===== src/rtl/secuenciador_registros_rtc_pkg.sv =====
// Shared definitions for the RTC register sequencer: FSM states, register
// indices, configuration group codes and mask helpers.
package secuenciador_registros_rtc_pkg;

    localparam int MASK_W = 10;
    localparam int IDX_W  = 4;

    typedef enum logic [1:0] {
        ST_IDLE  = 2'd0,
        ST_START = 2'd1,
        ST_WAIT  = 2'd2,
        ST_NEXT  = 2'd3
    } estado_e;

    // Register map walked by the sequencer
    localparam logic [IDX_W-1:0] IDX_SEG_HORA    = 4'd0;
    localparam logic [IDX_W-1:0] IDX_MIN_HORA    = 4'd1;
    localparam logic [IDX_W-1:0] IDX_HORA_HORA   = 4'd2;
    localparam logic [IDX_W-1:0] IDX_DIA_FECHA   = 4'd3;
    localparam logic [IDX_W-1:0] IDX_MES_FECHA   = 4'd4;
    localparam logic [IDX_W-1:0] IDX_JAHR_FECHA  = 4'd5;
    localparam logic [IDX_W-1:0] IDX_DIA_SEMANA  = 4'd6;
    localparam logic [IDX_W-1:0] IDX_SEG_TIMER   = 4'd7;
    localparam logic [IDX_W-1:0] IDX_MIN_TIMER   = 4'd8;
    localparam logic [IDX_W-1:0] IDX_HORA_TIMER  = 4'd9;

    // Configuration group codes on funcion_conf
    localparam logic [2:0] GRUPO_HORA  = 3'b001;
    localparam logic [2:0] GRUPO_FECHA = 3'b010;
    localparam logic [2:0] GRUPO_TIMER = 3'b100;

    // Register sets owned by each group
    localparam logic [MASK_W-1:0] MASCARA_HORA  = 10'b00_0000_0111;
    localparam logic [MASK_W-1:0] MASCARA_FECHA = 10'b00_0111_1000;
    localparam logic [MASK_W-1:0] MASCARA_TIMER = 10'b11_1000_0000;

    // Lowest set bit of a mask; MSB of the result flags "found".
    function automatic logic [IDX_W:0] primer_bit(input logic [MASK_W-1:0] mascara);
        logic [IDX_W:0] r;
        r = '0;
        for (int i = MASK_W - 1; i >= 0; i--) begin
            if (mascara[i]) r = {1'b1, IDX_W'(i)};
        end
        return r;
    endfunction

    // Lowest set bit strictly above 'actual'; MSB flags "found".
    // For actual = 9 the shift overflows to zero, which masks everything out.
    function automatic logic [IDX_W:0] siguiente_bit(input logic [MASK_W-1:0] mascara,
                                                     input logic [IDX_W-1:0]  actual);
        logic [MASK_W-1:0] hasta_actual;
        hasta_actual = (MASK_W'(2) << actual) - MASK_W'(1);
        return primer_bit(mascara & ~hasta_actual);
    endfunction

endpackage


===== src/rtl/secuenciador_registros_rtc_mascara.sv =====
// Combinational decode of the configuration group into the 10-bit edit mask.
// Unknown or multi-hot codes select no registers.
module mascara_grupo_rtc
    import secuenciador_registros_rtc_pkg::*;
(
    input  logic [2:0]        funcion_conf,
    output logic [MASK_W-1:0] mascara_edicion
);

    // Group code to register set
    always_comb begin
        mascara_edicion = '0;
        case (funcion_conf)
            GRUPO_HORA:  mascara_edicion = MASCARA_HORA;
            GRUPO_FECHA: mascara_edicion = MASCARA_FECHA;
            GRUPO_TIMER: mascara_edicion = MASCARA_TIMER;
            default:     mascara_edicion = '0;
        endcase
    end

endmodule


===== src/rtl/secuenciador_registros_rtc.sv =====
// RTC register sequencer: walks the RTC register map issuing one bus
// transaction per selected register. A commit writes the group being edited;
// a refresh tick reads every register outside that group.
// Optional watchdog on bus_done: define SECUENCIADOR_TIMEOUT_EN.
//
// Bus handshake: bus_start pulses for one cycle to launch a transaction on
// idx_reg with direction bus_wr; the driver answers with a one-cycle bus_done
// pulse, which is only honoured while the FSM waits for it. In a read sweep
// ld_reg pulses the cycle after bus_done, with idx_reg still on that register.
module secuenciador_registros_rtc
    import secuenciador_registros_rtc_pkg::*;
#(
    parameter int TIMEOUT_CYC = 255
)
(
    input  logic              clk,
    input  logic              reset,
    input  logic [2:0]        funcion_conf,
    input  logic              tick_refresco,
    input  logic              commit,
    input  logic              bus_done,
    output logic              bus_start,
    output logic              bus_wr,
    output logic [IDX_W-1:0]  idx_reg,
    output logic              ld_reg,
    output logic              busy,
    output logic              err_timeout,
    output estado_e           estado
);

    estado_e            estado_q, estado_d;
    logic [MASK_W-1:0]  mascara_edicion;
    logic [MASK_W-1:0]  mascara_inicio;
    logic [MASK_W-1:0]  mascara_sweep;
    logic [IDX_W-1:0]   idx_q;
    logic               bus_wr_q;
    logic               pend_tick;
    logic               pend_commit;
    logic               edicion_valida;
    logic               commit_go;
    logic               tick_go;
    logic               arranque;
    logic               timeout_hit;
    logic [IDX_W:0]     inicio;
    logic [IDX_W:0]     siguiente;

    mascara_grupo_rtc u_mascara (
        .funcion_conf    (funcion_conf),
        .mascara_edicion (mascara_edicion)
    );

    // Request arbitration: commit (live or pending) beats the refresh tick
    assign edicion_valida = |mascara_edicion;
    assign commit_go      = (commit | pend_commit) & edicion_valida;
    assign tick_go        = tick_refresco | pend_tick;
    assign mascara_inicio = commit_go ? mascara_edicion : ~mascara_edicion;
    assign inicio         = primer_bit(mascara_inicio);
    assign arranque       = (commit_go | tick_go) & inicio[IDX_W];
    assign siguiente      = siguiente_bit(mascara_sweep, idx_q);

    // State register
    always_ff @(posedge clk or negedge reset) begin
        if (!reset) estado_q <= ST_IDLE;
        else        estado_q <= estado_d;
    end

    // Next-state logic
    always_comb begin
        estado_d = estado_q;
        case (estado_q)
            ST_IDLE:  if (arranque) estado_d = ST_START;
            ST_START: estado_d = ST_WAIT;
            ST_WAIT: begin
                if (bus_done)         estado_d = ST_NEXT;
                else if (timeout_hit) estado_d = ST_IDLE;
            end
            ST_NEXT:  estado_d = siguiente[IDX_W] ? ST_START : ST_IDLE;
            default:  estado_d = ST_IDLE;
        endcase
    end

    // Outputs decoded from state plus the sweep registers
    always_comb begin
        bus_start = (estado_q == ST_START);
        ld_reg    = (estado_q == ST_NEXT) && !bus_wr_q;
        busy      = (estado_q != ST_IDLE);
        bus_wr    = bus_wr_q;
        idx_reg   = idx_q;
        estado    = estado_q;
    end

    // Sweep datapath: latched mask, current index, direction, pending requests
    always_ff @(posedge clk or negedge reset) begin
        if (!reset) begin
            mascara_sweep <= '0;
            idx_q         <= '0;
            bus_wr_q      <= 1'b0;
            pend_tick     <= 1'b0;
            pend_commit   <= 1'b0;
        end else begin
            case (estado_q)
                ST_IDLE: begin
                    // A pending commit is either serviced now or dropped
                    // because the group no longer selects anything.
                    pend_commit <= 1'b0;
                    // A tick that lost to a commit stays pending.
                    pend_tick   <= commit_go & tick_go;
                    if (arranque) begin
                        mascara_sweep <= mascara_inicio;
                        idx_q         <= inicio[IDX_W-1:0];
                        bus_wr_q      <= commit_go;
                    end
                end
                ST_WAIT: begin
                    if (timeout_hit) bus_wr_q <= 1'b0;
                end
                ST_NEXT: begin
                    if (siguiente[IDX_W]) idx_q    <= siguiente[IDX_W-1:0];
                    else                  bus_wr_q <= 1'b0;
                end
                default: ;
            endcase
            // Requests arriving mid-sweep collapse into one-deep flags
            if (estado_q != ST_IDLE) begin
                if (tick_refresco)                pend_tick   <= 1'b1;
                if (commit && edicion_valida)     pend_commit <= 1'b1;
            end
        end
    end

`ifdef SECUENCIADOR_TIMEOUT_EN
    localparam int CNT_W = (TIMEOUT_CYC > 1) ? $clog2(TIMEOUT_CYC) : 1;

    logic [CNT_W-1:0] cnt_wait;
    logic             err_q;

    // Cycles spent in the current WAIT
    always_ff @(posedge clk or negedge reset) begin
        if (!reset)                   cnt_wait <= '0;
        else if (estado_q == ST_WAIT) cnt_wait <= cnt_wait + CNT_W'(1);
        else                          cnt_wait <= '0;
    end

    // Last WAIT cycle with no bus_done aborts the sweep
    assign timeout_hit = (estado_q == ST_WAIT) && !bus_done &&
                         (cnt_wait == CNT_W'(TIMEOUT_CYC - 1));

    // Sticky error, cleared when a sweep runs to completion
    always_ff @(posedge clk or negedge reset) begin
        if (!reset)                                        err_q <= 1'b0;
        else if (timeout_hit)                              err_q <= 1'b1;
        else if ((estado_q == ST_NEXT) && !siguiente[IDX_W]) err_q <= 1'b0;
    end

    assign err_timeout = err_q;
`else
    assign timeout_hit = 1'b0;
    assign err_timeout = 1'b0;

    // TIMEOUT_CYC only matters when the watchdog is built in
    if (TIMEOUT_CYC < 1) begin : g_timeout_sin_uso
    end
`endif

endmodule


===== config.mk =====
export PLATFORM = sky130hd
export DESIGN_NAME = secuenciador_registros_rtc
export DESIGN_NICKNAME = d
export VERILOG_FILES = /design/src/rtl/secuenciador_registros_rtc_pkg.sv /design/src/rtl/secuenciador_registros_rtc_mascara.sv /design/src/rtl/secuenciador_registros_rtc.sv
export SDC_FILE = /design/constraint.sdc
export NUM_CORES = 1
export LEC_CHECK = 0
export ABC_AREA = 1
export BUFFER_PORTS_ARGS = -buffer_cell sky130_fd_sc_hd__buf_2
export CAP_MARGIN = 5
export CORE_ASPECT_RATIO = 0.9
export CORE_MARGIN = 2
export CORE_UTILIZATION = 49
export DETAILED_ROUTE_END_ITERATION = 10
export GPL_TIMING_DRIVEN = 0
export MAX_ROUTING_LAYER = met4
export PLACE_DENSITY = 0.8
export RECOVER_POWER = 100
export REMOVE_ABC_BUFFERS = 1
export SYNTH_ARGS = -nofsm -noshare
export SYNTH_HDL_FRONTEND = slang
export SYNTH_SLANG_ARGS = --single-unit

===== constraint.sdc =====
create_clock -name clk -period 3.2 [get_ports clk]
set_clock_uncertainty 0.1 [all_clocks]
set_input_delay 0.16 -clock clk [delete_from_list [all_inputs] [get_ports clk]]
set_output_delay 0.16 -clock clk [all_outputs]
set_load 0.05 [all_outputs]

==> results.cfg, run 1 <==
[global_route]
grt_antenna_before_repair = 0
grt_first_pass_wirelength_um = 3680
maximum_number_of_pins_on_one_net_before_global_route_repair = 13
gr-usage-all-layers_pct = 20.9
vias_in_the_first_global_route = 894
grt_overflow_total = 0

[placement]
dp_hpwl_um = 1770
gpl.final_weighted_congestion = 0.891
pre_cts_worst_setup_slack_ns = 0.982
portBuffers = 17
placed_area_um2 = 1130

[logic_synthesis]
synth.top_cell.area_share_pct = 29.4
synth_cell_type_count = 25
synth_largest_area_cell = sky130_fd_sc_hd__dfrtp_1
mean_post_synth_cell_area_um2 = 6.85
ys_async_sr_fraction_pct = 100
synth_sequential_area_ratio_pct = 29.4
postSynth.topFlopCell = sky130_fd_sc_hd__dfrtp_1
yosys-top-cells-area = sky130_fd_sc_hd__dfrtp_1 (29%), sky130_fd_sc_hd__nand2_1 (15%), sky130_fd_sc_hd__inv_1 (7.4%)
netlist_area_before_placement_um2 = 1020
yosysWarningCount = 0
synth_cells = 149
number_of_enable_flip_flop_cells_after_synthesis = 0
ys_ff_latch = 12

[finish]
most_frequent_standard_cell_in_the_layout_excluding_fill_and_tap_cells = sky130_fd_sc_hd__nand2_1
drive_gt1_share_pct = 16.1
nets = 183
areaGrowthSynthToFinish_pct = 10.7
most-common-layout-cells = sky130_fd_sc_hd__nand2_1 (42), sky130_fd_sc_hd__inv_1 (20), sky130_fd_sc_hd__nor2_1 (12), sky130_fd_sc_hd__nand3_1 (12), sky130_fd_sc_hd__dfrtp_1 (12)
utilization_pct = 58.4
total_inserted_antenna_cells = 0
postLayoutCellArea_um2 = 1130
max_reg_flops = 4

[clocking]
clockRootBuffer = sky130_fd_sc_hd__clkbuf_4
cts-root-to-sink-buffers = 2
clkLatencyLatePin_ns = 0.26
h-tree-depth = 1
cts_tree = yes
clkSinkCount = 12
clock_pin_slew_on_the_worst_setup_and_hold_paths_ns = 0.06
postCtsResizedCells = 0
numCtsBuffers = 3

[sta]
fin_setup_tns_ns = 0
min_period_ns = 2.52
worstMarginPinSlew_ns = 0.639
setup_viol_count_final = 0
max_clock_freq_mhz = 397
finalHoldViolCount = 0
worst_max_slew_margin_expressed_relative_to_the_limit_pct = 57.4
fin_crit_sh_pct = 78.6
timing.final.max_slew_violations = 0
finalWorstSetupSlack_ns = 0.684
setup_repair_after_global_routing_missed_its_margin = false

[run_status]
status = finished clean

[critical_path]
critical-path-slowest-cell = sky130_fd_sc_hd__dfrtp_1
worst_setup_sp_type = flip-flop
crit_path_cell_trace = nor2_1, nand3_1, ha_1, nand2_1, a21oi_1, nand2_1, nand2_1, o21ai_0, o21ai_0, nor2_1, a21oi_2
timing.critical_path.max_delay_family = simple AND/OR/NAND/NOR gates
critical-path-top-cell-by-count = sky130_fd_sc_hd__nand2_1
critical_path_required_ns = 3.25
path_class = reg2reg
timing.critical_path.fanout_max = 8
arrival_ns = 2.57
worst_path_largest_cell_delay_ns = 0.45
number_of_buffer_and_inverter_stages_on_the_critical_path = 0
worst_setup_path_end_kind = flip-flop

[floorplanning]
row_count = 15
design.die.area_um2 = 2470
io_pins = 19
initial_utilization_pct = 52.8
floorplan.die.height_um = 47.3
die_w_um = 52.1
placeableCoreArea_um2 = 1930

[routing]
first_pass_detailed_route_iteration_total = 4
drtAntennaViolNets = 0
post-route-drc-count = 0
wire_per_inst_um = 11.1
detailroute.via_count = 993
drt-initial-drc-count = 33
drt-vias-per-instance = 5.15
route.final.wire_length_um = 2140

[run]
max_cap_violations = 0

[min_path]
hold_path_class = in2reg
[synthesized netlist by cell type, types with 3 or more instances]
cell                      number
sky130_fd_sc_hd__nand2_1      41
sky130_fd_sc_hd__inv_1        20
sky130_fd_sc_hd__dfrtp_1      12
sky130_fd_sc_hd__nand3_1      12
sky130_fd_sc_hd__nor2_1       11
sky130_fd_sc_hd__o21ai_0       8
sky130_fd_sc_hd__a21oi_1       6
sky130_fd_sc_hd__ha_1          5
sky130_fd_sc_hd__nor2_2        5
sky130_fd_sc_hd__o21ai_1       4
sky130_fd_sc_hd__nand2_2       3
sky130_fd_sc_hd__nand2_4       3
sky130_fd_sc_hd__nor2_4        3
[cell families (layout without fill, tap and decap cells)]
family,Yosys count,after routing,synth area share [%]
flops,12,12,29.4
xor+xnor,3,3,2.57
simple gates,82,82,40.3
other cells,1,1,0.367
compound gates,22,22,12.0
buf+inv,24,43,9.19
fa+ha+maj,5,5,6.13
[worst paths after layout]
path	startpoint	end	slack [ns]	depth (start not counted)
max in group asynchronous	reset	idx_reg[1]$_DFFE_PN0P_	2.25	2
hold reg to reg	mascara_sweep[8]$_DFFE_PN0P_	mascara_sweep[8]$_DFFE_PN0P_	0.39	2
setup reg to reg	idx_reg[3]$_DFFE_PN0P_	idx_reg[2]$_DFFE_PN0P_	0.68	11
setup / recovery	idx_reg[3]$_DFFE_PN0P_	idx_reg[2]$_DFFE_PN0P_	0.68	11
min in group asynchronous	reset	estado[0]$_DFFE_PN0P_	0.34	2
hold / removal	tick_refresco	pend_tick$_DFF_PN0_	0.07	3
[timing repair]
action | in CTS | in global routing
buffers inserted | 0 | 0
hold buffers | 1 | 0
endpoints found under the hold margin | 12 | 0
[layer usage]
layer	share of wire (%)	track usage [%]
met1	46	26.2
met2	48	34.4
met3	4.4	0.955
met4	2.1	11.6
met5	0	-
[cell type report]
type	count	area (um2)
fillers	193	803
well taps	25	31.3
flip-flops and latches	12	300
repair buffers	18	81.3
multi-input cells	113	612
clock buffers	3	22.5
inverters	22	82.6
[stage by stage]
stage / hold slack, ns / cells
after floorplan: -0.236 / 147
after global placement: -0.0559 / 189
after detailed placement: -0.0520 / 189
after CTS: 0.0688 / 193
after global routing: 0.102 / 193
final: 0.0726 / 193
[worst reg2reg max path, cell delays in order (launching register included)]
cell and delay, ns:
sky130_fd_sc_hd__dfrtp_1 0.45, sky130_fd_sc_hd__nor2_1 0.39, sky130_fd_sc_hd__nand3_1 0.14, sky130_fd_sc_hd__ha_1 0.28, sky130_fd_sc_hd__nand2_1 0.17, sky130_fd_sc_hd__a21oi_1 0.10
sky130_fd_sc_hd__nand2_1 0.09, sky130_fd_sc_hd__nand2_1 0.11, sky130_fd_sc_hd__o21ai_0 0.25, sky130_fd_sc_hd__o21ai_0 0.12, sky130_fd_sc_hd__nor2_1 0.16, sky130_fd_sc_hd__a21oi_2 0.05
Power of run 1 is not shown: default switching activity piles up to over one toggle a cycle in this logic, so the estimate is an artifact.
==> run 2: changes to the inputs <==
- clock period: 3.2 -> 2.37 ns (I/O delays scaled with it)
==> run 2 against run 1 <==
Compared with the run above:
- first-iteration DRC count fell by 12%
- fmax is 15% higher
- cell count rose by 0.52%
- clock-buffer cell count stayed put
- critical path type unchanged
- largest cell class unchanged
==> results.cfg, run 2 (same netlist as run 1, synthesis figures left out) <==
[run_status]
status = finished clean

[global_route]
vias_in_the_first_global_route = 894
grt_antenna_before_repair = 0
gr-usage-all-layers_pct = 20.9
maximum_number_of_pins_on_one_net_before_global_route_repair = 13
grt_overflow_total = 0
grt_first_pass_wirelength_um = 3680

[routing]
drt-vias-per-instance = 5.25
drt-initial-drc-count = 29
route.final.wire_length_um = 2240
wire_per_inst_um = 11.6
detailroute.via_count = 1018
drtAntennaViolNets = 0
post-route-drc-count = 0
first_pass_detailed_route_iteration_total = 4

[floorplanning]
die_w_um = 52.1
io_pins = 19
design.die.area_um2 = 2470
row_count = 15
placeableCoreArea_um2 = 1930
initial_utilization_pct = 52.8
floorplan.die.height_um = 47.3

[sta]
fin_setup_tns_ns = 0
setup_repair_after_global_routing_missed_its_margin = false
finalHoldViolCount = 0
worst_max_slew_margin_expressed_relative_to_the_limit_pct = 57.5
min_period_ns = 2.18
max_clock_freq_mhz = 459
worstMarginPinSlew_ns = 0.637
fin_crit_sh_pct = 92.0
setup_viol_count_final = 0
timing.final.max_slew_violations = 0

[critical_path]
crit_path_cell_trace = nor2_4, nand3_1, ha_2, nand2_4, a21oi_1, nand2_1, nand2_1, o21ai_0, o21ai_0, nor2_1, a21oi_2
worst_path_largest_cell_delay_ns = 0.45
worst_setup_path_end_kind = flip-flop
number_of_buffer_and_inverter_stages_on_the_critical_path = 0
worstReg2RegStart = idx_reg[2]$_DFFE_PN0P_
timing.critical_path.max_delay_family = simple AND/OR/NAND/NOR gates
critical_path_required_ns = 2.42
arrival_ns = 2.23
worstSetupStartpoint = idx_reg[2]$_DFFE_PN0P_
path_class = reg2reg
critical-path-slowest-cell = sky130_fd_sc_hd__dfrtp_1
worst_setup_sp_type = flip-flop
timing.critical_path.fanout_max = 5

[finish]
nets = 184
total_inserted_antenna_cells = 0
most_frequent_standard_cell_in_the_layout_excluding_fill_and_tap_cells = sky130_fd_sc_hd__nand2_1
max_reg_flops = 4
most-common-layout-cells = sky130_fd_sc_hd__nand2_1 (41), sky130_fd_sc_hd__inv_1 (20), sky130_fd_sc_hd__nand3_1 (12), sky130_fd_sc_hd__dfrtp_1 (11), sky130_fd_sc_hd__clkbuf_1 (11)
drive_gt1_share_pct = 19.5
fillerInstances = 186
areaGrowthSynthToFinish_pct = 13.5

[run]
max_cap_violations = 0

[placement]
dp_hpwl_um = 1770
portBuffers = 17
gpl.final_weighted_congestion = 0.891

[clocking]
clkLatencyLatePin_ns = 0.26
cts-root-to-sink-buffers = 2
h-tree-depth = 1
clkSinkCount = 12
numCtsBuffers = 3
cts_tree = yes
clockRootBuffer = sky130_fd_sc_hd__clkbuf_4
clock_pin_slew_on_the_worst_setup_and_hold_paths_ns = 0.06

[min_path]
worst_hold_startpoint = tick_refresco
hold_path_class = in2reg
==> run 2: layer usage <==
metal	vias up	wire, um	track usage, %
li1	514	-	-
met1	462	996	26.2
met2	32	1100	34.4
met3	10	74	0.955
met4	0	67	11.6
met5	-	0	-
==> run 2: tightest hold or removal path: stages <==
cell and delay (ns):
sky130_fd_sc_hd__buf_2 0.08, sky130_fd_sc_hd__nor2_1 0.05, sky130_fd_sc_hd__a21oi_1 0.11
==> run 2: worst paths after layout <==
kind	endpoint	slack, ns	depth (start not counted)
max	idx_reg[2]$_DFFE_PN0P_	0.19	11
min	pend_tick$_DFF_PN0_	0.03	3
min in group asynchronous	estado[0]$_DFFE_PN0P_	0.29	2
max in group asynchronous	idx_reg[3]$_DFFE_PN0P_	1.43	2
min reg2reg	mascara_sweep[8]$_DFFE_PN0P_	0.39	2
max reg2reg	idx_reg[2]$_DFFE_PN0P_	0.19	11
==> run 2: area by class of cell <==
| class | count | area (um2) | area share, % |
|---|---|---|---|
| clock buffers | 3 | 22.5 | 1.94 |
| flip-flops and latches | 12 | 302 | 26.0 |
| inverters | 22 | 82.6 | 7.13 |
| well taps | 25 | 31.3 | 2.70 |
| repair buffers | 19 | 88.8 | 7.67 |
| multi-input cells | 113 | 632 | 54.5 |
==> run 2: metrics by stage <==
step / instances / hold WS [ns] / area [um2] / worst slack [ns] / util [%]
floorplan: 147 / -0.277 / 1010 / 0.124 / -
global placement: 189 / -0.0974 / 1130 / 0.209 / 58.3
detailed placement: 189 / -0.0935 / 1130 / 0.152 / 58.3
CTS: 193 / 0.0273 / 1160 / 0.128 / 59.9
global route: 194 / 0.0608 / 1160 / 0.0659 / 59.9
finish: 194 / 0.0303 / 1160 / 0.190 / 59.9
==> run 2: what timing repair did <==
| action | in CTS | in global routing |
|---|---|---|
| hold buffers | 1 | 0 |
| buffers inserted | 0 | 1 |
| endpoints found under the hold margin | 12 | 0 |
| resized for setup | 0 | 3 |
| endpoints found under the setup margin | 0 | 4 |
Power of run 2 is left out for the same reason.
==> run 3: changes to the inputs <==
--- a/config.mk
+++ b/config.mk
@@ -16,3 +16,3 @@
 export MAX_ROUTING_LAYER = met4
-export PLACE_DENSITY = 0.8
+export PLACE_DENSITY = 0.83
 export RECOVER_POWER = 100
==> constraint.sdc (replaced) <==
create_clock -name clk -period 1.8 [get_ports clk]
set_clock_uncertainty 0.1 [all_clocks]
set_input_delay 0.09 -clock clk [delete_from_list [all_inputs] [get_ports clk]]
set_output_delay 0.09 -clock clk [all_outputs]
set_load 0.02 [all_outputs]
==> run 3 against run 2 <==
Compared with the run above:
- the run now ends with negative setup slack left
- first-iteration DRC count down 3.4%
- clock-buffer cell count up 1
- global-route usage is 4.5 points higher
- sequential cell count stayed put
- non-clock buffer count up 10
- largest cell class unchanged
- highest routed layer unchanged
==> results.cfg, run 3 (same netlist as run 1, synthesis figures left out) <==
[run_status]
status = complete, but fails checks
failed_checks = negative setup slack

[placement]
dp_hpwl_um = 1700
placed_cells_incl_taps = 189
portBuffers = 17
gpl.final_weighted_congestion = 0.951

[clocking]
clockRootBuffer = sky130_fd_sc_hd__clkbuf_4
numCtsBuffers = 3
h-tree-depth = 1
cts-root-to-sink-buffers = 2
clkSinkCount = 12
cts_tree = yes
clock_pin_slew_on_the_worst_setup_and_hold_paths_ns = 0.08
clkLatencyLatePin_ns = 0.27

[min_path]
worst_hold_startpoint = bus_done
hold_path_class = in2reg

[global_route]
grt_max_usage_layer = met2
grt_first_pass_wirelength_um = 4380
grt_overflow_total = 0
met3_usage_pct = 1.91
globalRouteMet1Util_pct = 26.7
gr-usage-all-layers_pct = 25.4
grt_use_met2_pct = 45.3
grt_antenna_before_repair = 0
maximum_number_of_pins_on_one_net_before_global_route_repair = 13
vias_in_the_first_global_route = 1053

[floorplanning]
initial_utilization_pct = 52.8
row_count = 15
design.die.area_um2 = 2470
floorplan.die.height_um = 47.3
io_pins = 19
placeableCoreArea_um2 = 1930
die_w_um = 52.1

[finish]
most_frequent_standard_cell_in_the_layout_excluding_fill_and_tap_cells = sky130_fd_sc_hd__nand2_1
nets = 194
drive_gt1_share_pct = 32.2
most-common-layout-cells = sky130_fd_sc_hd__nand2_1 (38), sky130_fd_sc_hd__inv_1 (19), sky130_fd_sc_hd__nand3_1 (10), sky130_fd_sc_hd__buf_4 (10)
max_reg_flops = 4
total_inserted_antenna_cells = 0
areaGrowthSynthToFinish_pct = 29.0
fillerInstances = 157
utilization_pct = 68.2
layout.cells.non_filler = 205

[sta]
max_clock_freq_mhz = 489
fin_setup_tns_ns = -1.22
fin_crit_sh_pct = 114
setup_viol_count_final = 6
worstMarginPinSlew_ns = 0.660
fin_hold_ws_ns = 0.0795
finalHoldViolCount = 0
min_period_ns = 2.04
finalWorstSetupSlack_ns = -0.244
setup_repair_after_global_routing_missed_its_margin = true
timing.final.max_slew_violations = 0
worst_max_slew_margin_expressed_relative_to_the_limit_pct = 56.0

[critical_path]
arrival_ns = 2.10
timing.critical_path.fanout_max = 4
critical-path-slowest-cell = sky130_fd_sc_hd__dfrtp_2
worst_path_largest_cell_delay_ns = 0.42
worstSetupStartpoint = idx_reg[3]$_DFFE_PN0P_
worst_setup_sp_type = flip-flop
critical-path-top-cell-by-count = sky130_fd_sc_hd__nand2_1
path_class = reg2reg
worst_setup_path_end_kind = flip-flop
worstReg2RegStart = idx_reg[3]$_DFFE_PN0P_
crit_path_cell_trace = nor2_4, nand3_4, ha_4, nand2_4, a21oi_2, nand2_1, o21ai_0, nor2_1, nand3_2, nand2_1, nand2_1, nand2_1, o21ai_1
critical_path_required_ns = 1.86

[routing]
detailroute.via_count = 1122
wire_per_inst_um = 13.7
route.final.wire_length_um = 2800
drt-vias-per-instance = 5.47
post-route-drc-count = 0
drt-initial-drc-count = 28
first_pass_detailed_route_iteration_total = 4
drtAntennaViolNets = 0

[run]
max_cap_violations = 0
run 3: changes by cell type in the layout (fill, tap and decap cells not counted), sizes merged:
cell	delta
buf	+11
clkbuf	-1
dlygate4sd3	+1
run 3: area by class of cell:
class,instances,area [um2],share of cell area (%)
Inverter,22,82.6,6.27
Clock buffer,4,36.3,2.75
Timing Repair Buffer,29,169,12.8
Tap cell,25,31.3,2.37
Multi-Input combinational cell,113,694,52.7
Sequential cell,12,304,23.1
run 3: worst paths after layout:
path	depth (start not counted)	slack [ns]	endpoint
max reg2reg	13	-0.24	estado[0]$_DFFE_PN0P_
min in group asynchronous	2	0.24	pend_commit$_DFF_PN0_
max in group asynchronous	2	0.89	idx_reg[0]$_DFFE_PN0P_
max	13	-0.24	estado[0]$_DFFE_PN0P_
min reg2reg	2	0.41	mascara_sweep[8]$_DFFE_PN0P_
min	3	0.08	estado[0]$_DFFE_PN0P_
run 3: timing repair:
action                     CTS  global route
setup buffers               10             0
hold buffers                 2             0
setup endpoints to repair    6             6
pin swaps                    4            11
gates resized for setup     15             6
hold endpoints to repair    13             0
run 3: critical path, delay by kind of cell (launching register included):
| kind | cells | cell delay [ns] |
|---|---|---|
| simple gates | 9 | 0.92 |
| fa+ha+maj | 1 | 0.19 |
| flops | 1 | 0.42 |
| compound gates | 3 | 0.29 |
run 3: per-stage QoR:
| stage | setup slack [ns] | area [um2] |
|---|---|---|
| 2_1_floorplan | -0.278 | 1010 |
| 3_3_place_gp | -0.346 | 1130 |
| 3_5_place_dp | -0.417 | 1130 |
| 4_1_cts | -0.0940 | 1310 |
| 5_1_grt | -0.317 | 1320 |
| 6_report | -0.244 | 1320 |
run 3: routing by layer:
| layer | routed length (um) | share of wire, % |
|---|---|---|
| met5 | 0 | 0 |
| met4 | 133 | 4.7 |
| met3 | 166 | 5.9 |
| met2 | 1470 | 52 |
| met1 | 1030 | 37 |
Power of run 3 is left out for the same reason.
